<file path="src/rtl/bidir_bus_ctrl.sv">
// ============================================================================
// bidir_bus_ctrl : half-duplex pad bus controller with turnaround and burst fairness
// Rev 1.0
// ============================================================================
`default_nettype none

module bidir_bus_ctrl #(
   parameter int WIDTH     = 8,
   parameter int TURN      = 2,
   parameter int RD_LAT    = 2,
   parameter int MAX_BURST = 4
) (
   input  logic             CLK,
   input  logic             RST,
   input  logic             wr_req,
   input  logic [WIDTH-1:0] wr_data,
   output logic             wr_ack,
   input  logic             rd_req,
   output logic             rd_ack,
   output logic [WIDTH-1:0] rd_data,
   output logic             rd_valid,
   output logic [WIDTH-1:0] io_o,
   output logic             io_t,
   input  logic [WIDTH-1:0] io_i,
   output logic             bus_stb,
   output logic             bus_we
);

   typedef enum logic [2:0] {
      ST_IDLE  = 3'd0,
      ST_TURN  = 3'd1,
      ST_WRITE = 3'd2,
      ST_READ  = 3'd3,
      ST_RWAIT = 3'd4
   } state_t;

   localparam logic [2:0] C_TURN_INIT  = 3'(TURN - 1);
   localparam logic [2:0] C_RWAIT_INIT = 3'(RD_LAT - 2);
   localparam logic [3:0] C_MAX_BURST  = 4'(MAX_BURST);

   state_t            state_q, state_d;
   logic              dir_q, dir_d;
   logic [3:0]        burst_q, burst_d;
   logic [2:0]        cnt_q, cnt_d;
   logic              gnt_wr_q, gnt_wr_d;
   logic [RD_LAT-1:0] pipe_q, pipe_d;
   logic [WIDTH-1:0]  io_o_q, io_o_d;
   logic [WIDTH-1:0]  rd_data_q, rd_data_d;
   logic              io_t_q, io_t_d;
   logic              stb_q, stb_d;
   logic              we_q, we_d;
   logic              wr_ack_q, wr_ack_d;
   logic              rd_ack_q, rd_ack_d;
   logic              rd_valid_q, rd_valid_d;
   logic              want_wr;

   always_comb begin
      state_d    = state_q;
      dir_d      = dir_q;
      burst_d    = burst_q;
      cnt_d      = cnt_q;
      gnt_wr_d   = gnt_wr_q;
      io_o_d     = io_o_q;
      rd_data_d  = rd_data_q;
      rd_valid_d = 1'b0;
      want_wr    = 1'b0;

      // One-hot-in-time tag per READ; the tag reaching the top marks the io_i sample cycle.
      pipe_d    = pipe_q << 1;
      pipe_d[0] = (state_q == ST_READ);
      if (pipe_q[RD_LAT-1]) begin
         rd_data_d  = io_i;
         rd_valid_d = 1'b1;
      end

      case (state_q)
         ST_IDLE: begin
            if (wr_req || rd_req) begin
               if (wr_req && rd_req) begin
                  want_wr = (burst_q == C_MAX_BURST) ? ~dir_q : dir_q;
               end else begin
                  want_wr = wr_req;
               end
               gnt_wr_d = want_wr;
               if (want_wr == dir_q) begin
                  state_d = want_wr ? ST_WRITE : ST_READ;
                  burst_d = (burst_q == C_MAX_BURST) ? burst_q : burst_q + 4'd1;
               end else begin
                  state_d = ST_TURN;
                  cnt_d   = C_TURN_INIT;
               end
            end
         end
         ST_TURN: begin
            if (cnt_q == 3'd0) begin
               // Counter restarts from zero and the pending grant is the first of the new burst.
               dir_d   = ~dir_q;
               burst_d = 4'd1;
               state_d = gnt_wr_q ? ST_WRITE : ST_READ;
            end else begin
               cnt_d = cnt_q - 3'd1;
            end
         end
         ST_WRITE: state_d = ST_IDLE;
         ST_READ: begin
            if (RD_LAT == 1) begin
               state_d = ST_IDLE;
            end else begin
               state_d = ST_RWAIT;
               cnt_d   = C_RWAIT_INIT;
            end
         end
         ST_RWAIT: begin
            if (cnt_q == 3'd0) begin
               state_d = ST_IDLE;
            end else begin
               cnt_d = cnt_q - 3'd1;
            end
         end
         default: state_d = ST_IDLE;
      endcase

      // WRITE always returns to IDLE, so a next state of WRITE is always an entry.
      if (state_d == ST_WRITE) begin
         io_o_d = wr_data;
      end

      stb_d    = (state_d == ST_WRITE) || (state_d == ST_READ);
      we_d     = (state_d == ST_WRITE);
      wr_ack_d = (state_d == ST_WRITE);
      rd_ack_d = (state_d == ST_READ);
      if (state_d == ST_WRITE) begin
         io_t_d = 1'b0;
      end else if (state_d == ST_IDLE) begin
         io_t_d = ~dir_d;
      end else begin
         io_t_d = 1'b1;
      end
   end

   always_ff @(posedge CLK) begin
      if (RST) begin
         state_q    <= ST_IDLE;
         dir_q      <= 1'b0;
         burst_q    <= 4'd0;
         cnt_q      <= 3'd0;
         gnt_wr_q   <= 1'b0;
         pipe_q     <= '0;
         io_o_q     <= '0;
         rd_data_q  <= '0;
         io_t_q     <= 1'b1;
         stb_q      <= 1'b0;
         we_q       <= 1'b0;
         wr_ack_q   <= 1'b0;
         rd_ack_q   <= 1'b0;
         rd_valid_q <= 1'b0;
      end else begin
         state_q    <= state_d;
         dir_q      <= dir_d;
         burst_q    <= burst_d;
         cnt_q      <= cnt_d;
         gnt_wr_q   <= gnt_wr_d;
         pipe_q     <= pipe_d;
         io_o_q     <= io_o_d;
         rd_data_q  <= rd_data_d;
         io_t_q     <= io_t_d;
         stb_q      <= stb_d;
         we_q       <= we_d;
         wr_ack_q   <= wr_ack_d;
         rd_ack_q   <= rd_ack_d;
         rd_valid_q <= rd_valid_d;
      end
   end

   assign wr_ack   = wr_ack_q;
   assign rd_ack   = rd_ack_q;
   assign rd_data  = rd_data_q;
   assign rd_valid = rd_valid_q;
   assign io_o     = io_o_q;
   assign io_t     = io_t_q;
   assign bus_stb  = stb_q;
   assign bus_we   = we_q;

endmodule

`default_nettype wire

</file>
<file path="config.mk">
export PLATFORM = sky130hd
export DESIGN_NAME = bidir_bus_ctrl
export DESIGN_NICKNAME = d
export VERILOG_FILES = /design/src/rtl/bidir_bus_ctrl.sv
export SDC_FILE = /design/constraint.sdc
export NUM_CORES = 1
export LEC_CHECK = 0
export CAP_MARGIN = 20
export CORE_MARGIN = 2
export CORE_UTILIZATION = 47
export DETAILED_ROUTE_END_ITERATION = 8
export MAX_ROUTING_LAYER = met4
export PLACE_DENSITY = 0.79
export SLEW_MARGIN = 40
export SYNTH_ARGS = -nofsm -noshare
export SYNTH_HDL_FRONTEND = slang
export SYNTH_SLANG_ARGS = --single-unit
</file>
<file path="constraint.sdc">
create_clock -name CLK -period 2.7 [get_ports CLK]
set_input_delay 0.81 -clock CLK [delete_from_list [all_inputs] [get_ports CLK]]
set_output_delay 0.81 -clock CLK [all_outputs]
set_load 0.05 [all_outputs]
</file>
; ---- Word-level counts from Yosys, hierarchy flattened
; Cells that the tools add are included.
[totals]
reg_bits = 35
inputBits = 20
output_inout_bits = 22
elab_cells = 67
[op_classes]
add_sub_neg = 2
eq_ne = 13
n_mux = 25
bitwise = 2
n_reduce_logical = 12
[ops]
columns = op, count
row1 = $mux 3, 6
row2 = $mux 4, 4
row3 = $ne 2x2->1 const B, 6
row4 = $pmux 3 s4, 1
row5 = $mux 1, 11
row6 = $eq 3x2->1 const B, 3
row7 = $logic_not 3->1, 3
row8 = $pmux 3 s3, 1
row9 = $pmux 4 s2, 1
row10 = $reduce_and 5->1, 1
row11 = $add 4x1->4 const B, 1
row12 = $eq 4x3->1 const B, 1
row13 = $reduce_and 4->1, 1
row14 = $eq 3x1->1 const B, 1
row15 = $eq 3x3->1 const B, 1
row16 = $reduce_bool 3->1, 1
row17 = $sub 3x1->3 const B, 1
row18 = $logic_or 1x1->1, 2
row19 = $mux 2, 1
row20 = $not 1->1, 2
row21 = $reduce_and 2->1, 1
row22 = $reduce_bool 2->1, 1
row23 = $reduce_or 2->1, 1
row24 = $eq 1x1->1, 1
row25 = $logic_and 1x1->1, 1

; ---- Longest topological paths before layout
[logic_depth]
depth_word = 12
mapped_depth = 11
ltp_nobuf = 11

; ---- Worst setup path before layout
; No wires, ideal clock.
[synth_path]
path_kind = input -> register
startpoint = in wr_req
endpoint = reg burst_q[3]
setup_time_ns = 0.115
arrival_ns = 2.072
t_required_ns = 2.585
slack_ns = 0.514
cell_stages = 6
path_buffers = 0
cell_sequence = a21boi_0 -> ha_1 -> nor4b_4 -> nand4_1 -> xor2_1 -> nor2_2
[synth_between]
elab_chain_len = 7
word_cells_on_any_way = 9
cone_classes = 3 x eq/ne / 3 x mux / 3 x reduce/logical
[synth_rtl]
columns = element, line
row1 = start: declaration, 15  ; input logic wr_req,
row2 = $logic_and 1x1->1, 79  ; if (wr_req && rd_req) begin
row3 = $mux 1, 79
row4 = $mux 1, 78  ; if (wr_req || rd_req) begin
row5 = $mux 1, 76  ; case (state_q)
row6 = $eq 1x1->1, 85  ; if (want_wr == dir_q) begin
row7 = $ne 2x2->1 (no line), -
row8 = $reduce_and 5->1 (no line) (*), -
row9 = end signal: assignment, 160  ; burst_q <= burst_d;
row10 = end: declaration, 43  ; logic [3:0] burst_q, burst_d;
; Mark *: on every way between the ends. The rest lies on a longest branch, timed or not. The select of a mux whose other input is x is not followed.
; A chain may end at the register's enable or synchronous reset.

; ---- Final worst setup path
[layout_path]
startpoint = in wr_req
endpoint = reg wr_ack_q (netlist: wr_ack)
[layout_between]
elab_chain_len = 9
word_cells_on_any_way = 11
cone_classes = 2 x eq/ne / 7 x mux / 2 x reduce/logical
[layout_rtl]
columns = element, line
row1 = $logic_and 1x1->1, 79
row2 = $mux 1, 79
row3 = $mux 1, 78
row4 = $mux 1, 76
row5 = $mux 1 / $eq 1x1->1 (equally long branches), "86, 85"
row6 = $mux 2, 85
row7 = $mux 3 (*), 78
row8 = $pmux 3 s4 (*), 76
row9 = $eq 3x2->1 (*), 130  ; wr_ack_d = (state_d == ST_WRITE);
row10 = end signal: assignment, 169  ; wr_ack_q <= wr_ack_d;
row11 = end: declaration, 52  ; logic wr_ack_q, wr_ack_d;
; Marks and branches as above.

==> impl_metrics.tcl <==
set metrics [dict create \
    fin_nets 227 \
    worstPathRequired_ns 2.97 \
    clk_latency_ns 0.34 \
    power_density_nw_per_um2 1050 \
    path_clk_slew_ns 0.09 \
    place_congestion 0.853 \
    relSlewSlack_pct 65.5 \
    fin_crit_sh_pct 97.0 \
    root_buffer "clkbuf_4" \
    ir_drop_uv 596 \
    synth.avg_cell_area_um2 9.97 \
    hold_viol 0 \
    p_leak_nw 0.832 \
    core-area_um2 3050 \
    setup_viol 0 \
    critPathKind "input port to flip-flop" \
    rsz0062_at_grt "no" \
    via_per_inst 5.09 \
    reg2regPathDepth 11 \
    fin_crit_ns 2.62 \
    antenna_found_initial 0 \
    ys_seq_area_share_pct 46.6 \
    cts_sinks 35 \
    grt_max_degree 15 \
    route.top_layer_used "met4" \
    fin_cells 247 \
    tritoncts "yes" \
    area_delta_synth_final_pct 37.5 \
    die_area_um2 3670 \
    portBuffers 41 \
    htree_num_levels 2 \
    slew_violations 0 \
    drt-pass1-iter-count 4 \
    antenna_left 0 \
    synthesis.area_um2 1510 \
    start_util_pct 49.3 \
    route.detailed.wl_per_inst_um 13.9 \
    hold_path.class "flip-flop to flip-flop" \
    layout-drive-gt1-share_pct 13.3 \
    post-dp-hpwl_um 2610 \
    total_power_w 0.00218 \
    ctsResizeCount 0 \
    hold_depth 1 \
    first_global_vias 1282 \
    skew_ns 0.0112 \
    fmax_ghz 0.382 \
    clock_path_buffers 2 \
    grt_pass1_wl_um 5670 \
    die_x_um 60.6 \
    m1WireLength_um 1390 \
    synth_cell_type_count 42 \
    tns_ns 0 \
    antenna_cells 0 \
    max_cap_viol_count 0 \
    synth_fp_nets 176 \
    syn_inst 151 \
    cts.hold.buffers_added 0 \
    p_clk_share_pct 14.9 \
    p_int_w 0.00124 \
    io_pins 42 \
    start_kind "input port" \
    cts_made_buffers 5 \
    seqPwrFrac_pct 33.7 \
    wl_met3_um 190 \
    tightest_slew_ns 0.516 \
    routed_wl_um 3440 \
    p_sw_w 0.000940 \
    ys_warn_count 0 \
    dp.cells 239 \
    grt.total_usage_pct 21.9 \
    outcome "finished clean" \
    endpoint_kind "flip-flop" \
    placementRows 20 \
    via_count 1256 \
    cp_data_arrival_time_ns 2.89 \
    drc 0 \
    die_h_um 60.6 \
    power_switching_share_pct 43.1 \
    grt_overflow 0 \
    combPwrFrac_pct 51.4 \
    first_iter_violations 78 \
    critPathMaxFanout 3 \
    ys_ff_latch 35 \
    met2WireLength_um 1800 \
    post-cts-setup-buffers 0 \
]
cells in the final DEF, fill, tap and decap left out, types with 2 or more instances in the layout:
cell type | synthesis | routed
a21oi_1 | 5 | 5
a22oi_1 | 2 | 2
buf_4 | 1 | 10
clkbuf_4 | 0 | 5
clkbuf_8 | 0 | 2
clkdlybuf4s50_1 | 0 | 41
dfxtp_1 | 35 | 35
ha_1 | 5 | 5
inv_1 | 5 | 5
mux2i_1 | 17 | 17
nand2_1 | 4 | 4
nand2b_1 | 3 | 3
nand3_1 | 3 | 3
nand3b_1 | 3 | 3
nor2_1 | 30 | 30
nor2b_1 | 2 | 2
nor3_1 | 3 | 3
xor2_1 | 3 | 3
worst max-delay path, stage by stage:
cell and delay (ns):
clkdlybuf4s50_1 0.49, a21boi_0 0.31, ha_1 0.35, nor3_2 0.33, buf_4 0.18, nor2_1 0.06, nor2_1 0.16, and3_1 0.19
power groups by stage:
| stage | combinational, W | sequential (W) | clock (W) |
|---|---|---|---|
| after detailed placement | 0.00112 | 0.000743 | 0 |
| after global routing | 0.00120 | 0.000750 | 0.000352 |
| final | 0.00112 | 0.000735 | 0.000326 |
| after global placement | 0.00107 | 0.000739 | 0 |
| after CTS | 0.00113 | 0.000733 | 0.000332 |
| after floorplan | 0.000565 | 0.000946 | 0 |
final timing paths:
path,to,from,slack [ns]
setup reg to reg,wr_ack,burst_q[0],0.18
setup / recovery,wr_ack,wr_req,0.08
hold reg to reg,pipe_q[1],pipe_q[0],0.45
hold / removal,pipe_q[1],pipe_q[0],0.45
stage by stage:
stage	hold WS [ns]	setup slack [ns]	area (um2)	utilization (%)
CTS	0.449	0.143	2070	67.8
finish	0.445	0.0823	2070	67.8
global route	0.467	0.0436	2070	67.8
global placement	0.424	-0.0383	2000	65.5
detailed placement	0.426	-0.189	2000	65.5
floorplan	0.414	0.514	1510	-
registers in the layout, indices dropped and copies added (netlist names):
signal	flops
burst_q	4
bus_stb	1
cnt_q	3
dir_q	1
gnt_wr_q	1
io_o	8
io_t	1
pipe_q	2
rd_ack	1
rd_data	8
rd_valid	1
state_q	3
wr_ack	1
cell usage after synthesis (all sizes together):
library cell,number,area (um2)
nand2,4,15.0
clkbuf,3,11.3
buf,4,33.8
inv,5,18.8
nor3,5,41.3
o221ai,1,8.76
a311oi,1,8.76
nand4,1,6.26
o21bai,1,11.3
a22oi,3,27.5
o211ai,1,21.3
and3b,1,8.76
o21ai,1,5.00
nor2,31,119
nand3b,3,22.5
or2,2,15.0
o311ai,1,8.76
dfxtp,35,701
nand2b,3,18.8
o21a,1,7.51
and3,1,6.26
xnor2,1,8.76
o22ai,1,6.26
mux2i,17,170
o21ba,1,10.0
nor4b,1,23.8
a31oi,1,6.26
a21oi,5,25.0
nor3b,1,7.51
nor2b,2,12.5
ha,5,62.6
nand3,3,15.0
xor2,3,26.3
a211oi,1,7.51
a21boi,1,7.51
area by class of cell:
class                   count  area, um2
flip-flops and latches     35        701
clock buffers               8       68.8
repair buffers             51        485
inverters                   5       18.8
fillers                   258        983
well taps                  44       55.1
multi-input cells         104        741
metal layers:
metal  GRT usage [%]  up-vias
met5               -        -
met4            9.94        0
met3            7.68        9
met2            35.8       51
met1            24.0      577
li1                -      619
kinds of logic (layout without fill, tap and decap cells):
group           count (synthesis)  after routing  synth area share (%)
flops                          35             35                  46.6
fa+ha+maj                       5              5                  4.16
xor+xnor                        4              4                  2.33
simple gates                   58             58                  20.7
buf+inv                        12             64                  4.24
compound gates                 20             20                  10.7
mux                            17             17                  11.3
No activity file was read; power rests on OpenSTA's default activity.
